### config.mk
export PLATFORM = sky130hd
export DESIGN_NAME = fifo_wr_arbiter_flat
export DESIGN_NICKNAME = d
export VERILOG_FILES = /design/src/rtl/fifo_wr_arbiter_if.sv /design/src/rtl/fifo_wr_arbiter.sv /design/src/flat_wrapper.sv
export SDC_FILE = /design/constraint.sdc
export NUM_CORES = 1
export LEC_CHECK = 0
export CAP_MARGIN = 20
export CORE_ASPECT_RATIO = 0.9
export CORE_MARGIN = 4
export CORE_UTILIZATION = 28
export DETAILED_ROUTE_END_ITERATION = 7
export PLACE_DENSITY = 0.83
export SLEW_MARGIN = 0
export SYNTH_ARGS = -nofsm -noshare
export SYNTH_HDL_FRONTEND = slang
export SYNTH_SLANG_ARGS = --single-unit
export TNS_END_PERCENT = 20
### constraint.sdc
create_clock -name clk -period 1.95 [get_ports clk]
set_input_delay 0.2925 -clock clk [delete_from_list [all_inputs] [get_ports clk]]
set_output_delay 0.2925 -clock clk [all_outputs]
set_load 0.02 [all_outputs]
### src/rtl/fifo_wr_arbiter_if.sv
// fifo_wr_arbiter_if
//   Bundles the requester handshake and the FIFO write/flush signals that
//   fifo_wr_arbiter sits between.
//   Modports:
//     master - arbiter view: consumes requests, fifo_full, flush_req;
//              drives req_ready, grant, fifo_wdata, fifo_wen, fifo_flush,
//              flush_done, busy.
//     slave  - environment view (requesters + FIFO), directions reversed.
interface fifo_wr_arbiter_if #(
    parameter int N_REQ = 4,
    parameter int WIDTH = 32
);
    logic [N_REQ-1:0]       req_valid;
    logic [N_REQ-1:0]       req_last;
    logic [N_REQ*WIDTH-1:0] req_data;
    logic [N_REQ-1:0]       req_ready;
    logic [N_REQ-1:0]       grant;
    logic [WIDTH-1:0]       fifo_wdata;
    logic                   fifo_wen;
    logic                   fifo_full;
    logic                   fifo_flush;
    logic                   flush_req;
    logic                   flush_done;
    logic                   busy;

    modport master (
        input  req_valid, req_last, req_data, fifo_full, flush_req,
        output req_ready, grant, fifo_wdata, fifo_wen, fifo_flush,
               flush_done, busy
    );

    modport slave (
        output req_valid, req_last, req_data, fifo_full, flush_req,
        input  req_ready, grant, fifo_wdata, fifo_wen, fifo_flush,
               flush_done, busy
    );
endinterface

### src/rtl/fifo_wr_arbiter.sv
// fifo_wr_arbiter
//   Shares one synchronous FIFO write port between N_REQ requesters with
//   burst-granular round-robin arbitration, and sequences FIFO flushes so a
//   flush never lands inside a burst.
//   Ports:
//     clk, rst_n  - clock, synchronous active-low reset
//     fifo_level  - FIFO fill level (only with FIFO_ARB_WATERMARK_EN)
//     bus         - fifo_wr_arbiter_if.master: req_valid/req_last/req_data
//                   in, req_ready/grant out, fifo_wdata/fifo_wen/fifo_flush
//                   out, fifo_full/flush_req in, flush_done/busy out
//   Optional feature: define FIFO_ARB_WATERMARK_EN to block new grants while
//   fifo_level >= HIGH_WATER.
module fifo_wr_arbiter #(
    parameter int N_REQ      = 4,
    parameter int WIDTH      = 32,
    parameter int MAX_BURST  = 4,
    parameter int W_LEVEL    = 3,
    parameter int HIGH_WATER = 3
) (
    input logic                clk,
    input logic                rst_n,
`ifdef FIFO_ARB_WATERMARK_EN
    input logic [W_LEVEL-1:0]  fifo_level,
`endif
    fifo_wr_arbiter_if.master  bus
);
    localparam int PW = (N_REQ > 1) ? $clog2(N_REQ) : 1;
    localparam int CW = (MAX_BURST > 1) ? $clog2(MAX_BURST) : 1;

    typedef enum logic [1:0] {IDLE, BURST, FLUSH, DONE} state_t;

    state_t           state;
    logic [N_REQ-1:0] grant_q;
    logic [PW-1:0]    rr_ptr;
    logic [CW-1:0]    beat_cnt;

    logic [PW-1:0]    owner;
    logic [PW-1:0]    pick_idx;
    logic             pick_found;
    logic             wm_block;
    logic             beat;
    logic             last_beat;

`ifdef FIFO_ARB_WATERMARK_EN
    always_comb wm_block = (fifo_level >= W_LEVEL'(HIGH_WATER));
`else
    // Watermark parameters stay in the parameter list so both builds share
    // one override set; they never block a grant in this build.
    localparam bit WM_PARAMS_OK = (W_LEVEL >= 0) && (HIGH_WATER >= 0);
    always_comb wm_block = !WM_PARAMS_OK;
`endif

    // Index of the one-hot owner.
    always_comb begin
        owner = '0;
        for (int unsigned i = 0; i < N_REQ; i++) begin
            if (grant_q[PW'(i)]) owner = PW'(i);
        end
    end

    // Round-robin search starting just after the last owner, wrapping.
    always_comb begin
        int unsigned idx;
        idx        = 0;
        pick_found = 1'b0;
        pick_idx   = '0;
        for (int unsigned k = 1; k <= N_REQ; k++) begin
            idx = (32'(rr_ptr) + k) % N_REQ;
            if (!pick_found && bus.req_valid[PW'(idx)]) begin
                pick_found = 1'b1;
                pick_idx   = PW'(idx);
            end
        end
    end

    always_comb begin
        beat      = (state == BURST) && bus.req_valid[owner] && !bus.fifo_full;
        last_beat = beat && (bus.req_last[owner] || beat_cnt == CW'(MAX_BURST - 1));
    end

    always_comb begin
        bus.grant      = grant_q;
        bus.req_ready  = ((state == BURST) && !bus.fifo_full) ? grant_q : '0;
        bus.fifo_wen   = beat;
        bus.fifo_wdata = bus.req_data[owner * WIDTH +: WIDTH];
        bus.fifo_flush = (state == FLUSH);
        bus.flush_done = (state == DONE);
        bus.busy       = (state != IDLE);
    end

    always_ff @(posedge clk) begin
        if (!rst_n) begin
            state    <= IDLE;
            grant_q  <= '0;
            rr_ptr   <= PW'(N_REQ - 1);
            beat_cnt <= '0;
        end else begin
            case (state)
                IDLE: begin
                    // Flush wins over requests; a flush requested mid-burst
                    // is picked up here once the burst has released.
                    if (bus.flush_req) begin
                        state <= FLUSH;
                    end else if (pick_found && !wm_block) begin
                        grant_q  <= N_REQ'(1) << pick_idx;
                        beat_cnt <= '0;
                        state    <= BURST;
                    end
                end
                BURST: begin
                    if (last_beat) begin
                        grant_q  <= '0;
                        rr_ptr   <= owner;
                        beat_cnt <= '0;
                        state    <= IDLE;
                    end else if (beat) begin
                        beat_cnt <= beat_cnt + 1'b1;
                    end
                end
                FLUSH:   state <= DONE;
                DONE:    state <= IDLE;
                default: state <= IDLE;
            endcase
        end
    end
endmodule

### src/flat_wrapper.sv
// flat-port wrapper written by rule: the top's interface ports become plain ports
module fifo_wr_arbiter_flat 
#(
    parameter int N_REQ      = 4,
    parameter int WIDTH      = 32,
    parameter int MAX_BURST  = 4,
    parameter int W_LEVEL    = 3,
    parameter int HIGH_WATER = 3
)
  (clk, rst_n, bus_req_valid, bus_req_last, bus_req_data, bus_fifo_full, bus_flush_req, bus_req_ready, bus_grant, bus_fifo_wdata, bus_fifo_wen, bus_fifo_flush, bus_flush_done, bus_busy);
  fifo_wr_arbiter_if #(.N_REQ(N_REQ), .WIDTH(WIDTH)) bus_i ();
  input logic clk;
  input logic rst_n;
  input wire logic [$bits(bus_i.req_valid)-1:0] bus_req_valid;
  input wire logic [$bits(bus_i.req_last)-1:0] bus_req_last;
  input wire logic [$bits(bus_i.req_data)-1:0] bus_req_data;
  input wire logic [$bits(bus_i.fifo_full)-1:0] bus_fifo_full;
  input wire logic [$bits(bus_i.flush_req)-1:0] bus_flush_req;
  output wire logic [$bits(bus_i.req_ready)-1:0] bus_req_ready;
  output wire logic [$bits(bus_i.grant)-1:0] bus_grant;
  output wire logic [$bits(bus_i.fifo_wdata)-1:0] bus_fifo_wdata;
  output wire logic [$bits(bus_i.fifo_wen)-1:0] bus_fifo_wen;
  output wire logic [$bits(bus_i.fifo_flush)-1:0] bus_fifo_flush;
  output wire logic [$bits(bus_i.flush_done)-1:0] bus_flush_done;
  output wire logic [$bits(bus_i.busy)-1:0] bus_busy;
  assign bus_i.req_valid = bus_req_valid;
  assign bus_i.req_last = bus_req_last;
  assign bus_i.req_data = bus_req_data;
  assign bus_i.fifo_full = bus_fifo_full;
  assign bus_i.flush_req = bus_flush_req;
  assign bus_req_ready = bus_i.req_ready;
  assign bus_grant = bus_i.grant;
  assign bus_fifo_wdata = bus_i.fifo_wdata;
  assign bus_fifo_wen = bus_i.fifo_wen;
  assign bus_fifo_flush = bus_i.fifo_flush;
  assign bus_flush_done = bus_i.flush_done;
  assign bus_busy = bus_i.busy;
  fifo_wr_arbiter #(.N_REQ(N_REQ), .WIDTH(WIDTH), .MAX_BURST(MAX_BURST), .W_LEVEL(W_LEVEL), .HIGH_WATER(HIGH_WATER)) u_core (.clk(clk), .rst_n(rst_n), .bus(bus_i));
endmodule
Word level (Yosys, flattened, before mapping)
Index checks and enable logic that the tools add are counted.
{"block": "totals", "output_inout_bits": 44, "regBits": 10, "in_bits": 140, "word_cells": 81}
{"block": "classes", "n_eq_ne": 9, "addsub": 5, "n_lt_le_gt_ge": 5, "mux": 37, "shifts": 2, "reduce_logical": 19}
{"cell": "$shiftx A128 B8 Y32", "n": 1}
{"cell": "$mux W2", "n": 13}
{"cell": "$mux W4", "n": 4}
{"cell": "$lt A2 B3 Y1 const B", "n": 5}
{"cell": "$bmux W1 S2", "n": 6}
{"cell": "$mux W1", "n": 11}
{"cell": "$pmux W2 S4", "n": 1}
{"cell": "$pmux W4 S2", "n": 1}
{"cell": "$reduce_and A4 Y1", "n": 2}
{"cell": "$logic_and A1 B1 Y1", "n": 7}
{"cell": "$add A2 B1 Y2 const B", "n": 3}
{"cell": "$eq A2 B2 Y1 const B", "n": 3}
{"cell": "$ne A3 B2 Y1 const B", "n": 2}
{"cell": "$add A2 B2 Y2 const B", "n": 2}
{"cell": "$logic_not A1 Y1", "n": 4}
{"cell": "$ne A2 B1 Y1 const B", "n": 2}
{"cell": "$pmux W2 S2", "n": 1}
{"cell": "$reduce_and A2 Y1", "n": 2}
{"cell": "$reduce_bool A2 Y1", "n": 2}
{"cell": "$shl A1 B2 Y4 const A", "n": 1}
{"cell": "$eq A2 B1 Y1 const B", "n": 1}
{"cell": "$logic_not A2 Y1", "n": 1}
{"cell": "$ne A2 B2 Y1 const B", "n": 1}
{"cell": "$logic_or A1 B1 Y1", "n": 1}

Longest topological paths before layout
{"block": "depth", "ltp_word": 17, "depth_mapped": 6}

Least setup slack after synthesis
Ideal clock, no wire load.
{"block": "synth_timing", "path_kind": "register to output", "startpoint": "register u_core.grant_q[1], in the netlist u_core.bus.grant[1]", "endpoint": "output port bus_fifo_wdata[2]", "t_arrival_ps": 1753, "setup_slack_ps": -96, "required_time_ps": 1657, "path_buffers": 2, "stages_incl_launch_ff": 7, "cell_sequence": "dfxtp_1 -> buf_6 -> clkbuf_1 -> mux2i_1 -> nor2_1 -> a21oi_1 -> o21ai_0"}
{"block": "synth_via", "elab_chain_len": 4}
{"element": "from (decl)", "line_no": "fifo_wr_arbiter.sv:33", "text": "logic [N_REQ-1:0] grant_q;"}
{"element": "from (signal assigned)", "line_no": "fifo_wr_arbiter.sv:105", "text": "grant_q <= N_REQ'(1) << pick_idx;"}
{"element": "$mux W1", "line_no": "fifo_wr_arbiter.sv:57", "text": "if (grant_q[PW'(i)]) owner = PW'(i);"}
{"element": "$mux W2 (2 in series)", "line_no": "fifo_wr_arbiter.sv:57"}
{"element": "$shiftx A128 B8 Y32", "line_no": "fifo_wr_arbiter.sv:85", "text": "bus.fifo_wdata = bus.req_data[owner * WIDTH +: WIDTH];"}
{"element": "to (decl)", "line_no": "flat_wrapper.sv:21", "text": "output wire logic [$bits(bus_i.fifo_wdata)-1:0] bus_fifo_wdata;"}
No other way between the ends.

Final worst setup path
{"block": "layout_timing", "startpoint": "input port bus_fifo_full", "endpoint": "output port bus_req_ready[2]"}
{"block": "layout_via", "elab_chain_len": 3}
{"element": "from (decl)", "line_no": "flat_wrapper.sv:17", "text": "input wire logic [$bits(bus_i.fifo_full)-1:0] bus_fifo_full;"}
{"element": "$logic_not A1 Y1", "line_no": "fifo_wr_arbiter.sv:83", "text": "bus.req_ready = ((state == BURST) && !bus.fifo_full) ? grant_q : '0;"}
{"element": "$logic_and A1 B1 Y1", "line_no": "fifo_wr_arbiter.sv:83"}
{"element": "$mux W4", "line_no": "fifo_wr_arbiter.sv:83"}
{"element": "to (decl)", "line_no": "flat_wrapper.sv:19", "text": "output wire logic [$bits(bus_i.req_ready)-1:0] bus_req_ready;"}
No other way between the ends.

==> out/metrics.csv <==
metric;value;unit
dp_hpwl;6340;um
syn_nets;392;
grt_antenna_before_repair;0;
routed_wl;7440;um
seq_area_frac_synth;0.126;
setup_violations;0;
cts_buffer_depth;2;
gp_congestion;0.865;
yosys_register_bits;10;
maxCapViolations;0;
cts_buffers;3;
hold_violations;0;
p_switching;0.000469;W
drt-initial-drc-count;87;
ant_nets;0;
cts_sinks;10;
grt_pass1_vias;2322;
period_share;0.969;
drcViolationCount;0;
wl_per_cell;14.7;um
finalMaxSlewViolations;0;
status;completed;
num_vias;2507;
worstMarginPinSlew;0.412;ns
clk_pin_slew;0.05;ns
p_leak;1.43;nW
relSlewSlack;0.725;
initial_utilization;0.294;
synth_enable_flop_cells;0;
via_per_inst;4.94;
rsz0062_at_grt;true;
die_w;87.3;um
n_antenna_cell;0;
synthCells;251;
worst_setup_path_start_kind;input pin;
p_int;0.000888;W
regArea;209;sq um
cts_hold_buf;0;
worstPathArrival;1.60;ns
multiInputGateArea;1300;sq um
syn_area_per_cell;6.31;sq um
end_kind;output pin;
startpoint;bus_fifo_full;
grtUsageTotal;0.199;
cts.htree.levels;1;
cp_max_fo;4;
synth_cell_types;37;
fmax;529;MHz
mostFrequentLayoutCell;clkdlybuf4s50_1;
rr_worst_depth;6;
cp.required;1.66;ns
dpl-instance-area;3600;sq um
period_minus_slack;1.89;ns
p_comb_frac;0.639;
ys.flop_type;dfxtp_1;
area_delta_synth_final;128;%
worst-r2r-setup-slack;0.11;ns
pwr_density_cell;375;nW/um^2
fillers;479;
power.share.sequential;0.172;
syn_area;1580;sq um
path_class;input pin to output pin;
nNetsFinal;582;
final_area;3620;sq um
row_count;25;
worstSkewPairLatency;0.23;ns
core_area;5380;sq um
final_cell_mix;144 x clkdlybuf4s50_1, 38 x nor2_1, 36 x nand2_1;
grt_pass1_wl;11100;um
grt_overflow;0;
dieArea;6930;sq um
vdd_drop_max;255;uV
skew;0.00163;ns
critical_path.endpoint;bus_req_ready[2];
async_flop_share;0;
min_path_type;flip-flop to flip-flop;
die_h;79.4;um
r2r-end;u_core.beat_cnt[1]$_SDFFE_PN0P_;
grt_max_degree;48;
rr_startpoint;u_core.bus.grant[1]$_SDFFE_PN0P_;
clockPowerShare;0.189;
dr.pass1.iters;4;
io_buffers;183;
p_sw_frac;0.346;
setup_tns;0;ns
ys_warn_count;0;
cts_tree;built;
drive_gt1_frac;0.102;
ios;184;
clockRootBuffer;clkbuf_8;
[registers in the layout, summed over array words and instances, names as in the netlist]
signal	cells
u_core.state	2
u_core.bus.grant	4
u_core.rr_ptr	2
u_core.beat_cnt	2
[layout make-up]
class / instances / share of cell area
inverter: 3 / 0.00311
timing repair buffer: 205 / 0.542
sequential: 10 / 0.0578
clock buffer: 4 / 0.0152
multi-input combinational: 218 / 0.359
tap: 67 / 0.0232
[how the worst min path moves through the flow]
stage,slack [ns],start,cells past startpoint,endpoint
2_1_floorplan,0.46,bus_flush_req,2,u_core.state[1]$_SDFFE_PN0P_
3_3_place_gp,0.48,u_core.beat_cnt[1]$_SDFFE_PN0P_,1,u_core.beat_cnt[1]$_SDFFE_PN0P_
3_5_place_dp,0.50,u_core.beat_cnt[1]$_SDFFE_PN0P_,1,u_core.beat_cnt[1]$_SDFFE_PN0P_
4_1_cts,0.51,u_core.beat_cnt[1]$_SDFFE_PN0P_,1,u_core.beat_cnt[1]$_SDFFE_PN0P_
5_1_grt,0.52,u_core.beat_cnt[1]$_SDFFE_PN0P_,1,u_core.beat_cnt[1]$_SDFFE_PN0P_
6_report,0.51,u_core.beat_cnt[1]$_SDFFE_PN0P_,1,u_core.beat_cnt[1]$_SDFFE_PN0P_
[timing repair]
action	CTS	global route
pin swaps	1	5
setup buffers	2	0
gates resized for setup	46	42
gates cloned	0	0
setup endpoints to repair	37	41
[kinds of logic after synthesis]
| logic type | share of synthesized area |
|---|---|
| simple gates | 0.280 |
| compound gates | 0.306 |
| mux | 0.219 |
| buf+inv | 0.0608 |
| flops | 0.126 |
| fa+ha+maj | 0.00790 |
[power groups by stage]
| stage | registers, W | clock network (W) | logic (W) |
|---|---|---|---|
| after floorplan | 0.000237 | 0 | 0.000363 |
| after global routing | 0.000236 | 0.000272 | 0.000936 |
| after detailed placement | 0.000238 | 0 | 0.000924 |
| after CTS | 0.000235 | 0.000261 | 0.000874 |
| after global placement | 0.000237 | 0 | 0.000909 |
| final | 0.000233 | 0.000257 | 0.000867 |
[per-stage QoR]
stage	worst slack (ns)	utilization	std cells	power, W	hold WS (ns)
6_report	0.0606	0.672	507	0.00136	0.509
5_1_grt	-0.0638	0.672	507	0.00144	0.519
4_1_cts	-0.0873	0.675	509	0.00137	0.507
3_5_place_dp	-0.368	0.668	503	0.00116	0.495
3_3_place_gp	-0.350	0.668	503	0.00115	0.483
2_1_floorplan	-0.0959	-	251	0.000600	0.461
[synthesized netlist by cell type, types with 2 or more instances]
| master | number | area [sq um] |
|---|---|---|
| o21ai_0 | 33 | 165 |
| nand2_1 | 36 | 135 |
| dfxtp_1 | 10 | 200 |
| nor2_1 | 38 | 143 |
| buf_2 | 2 | 10.0 |
| nand2b_1 | 3 | 18.8 |
| a21oi_1 | 34 | 170 |
| nor3b_1 | 5 | 37.5 |
| mux2i_1 | 32 | 320 |
| clkbuf_1 | 16 | 60.1 |
| inv_1 | 3 | 11.3 |
| nor2b_1 | 2 | 12.5 |
| o21a_1 | 4 | 30.0 |
| o211ai_1 | 3 | 22.5 |
| and3_1 | 5 | 31.3 |
| and2_1 | 4 | 25.0 |
[worst max-delay path: stages]
cell,delay (ns)
clkdlybuf4s50_1,0.41
or3b_1,0.44
nor2_1,0.11
dlygate4sd2_1,0.34
[routing by layer]
metal	part of all wire	track usage	vias up
met5	0	0	-
met4	0.019	0.0445	0
met3	0.11	0.0591	10
met2	0.51	0.369	127
met1	0.36	0.219	1101
li1	-	-	1269
(Power assumes the default switching activity.)
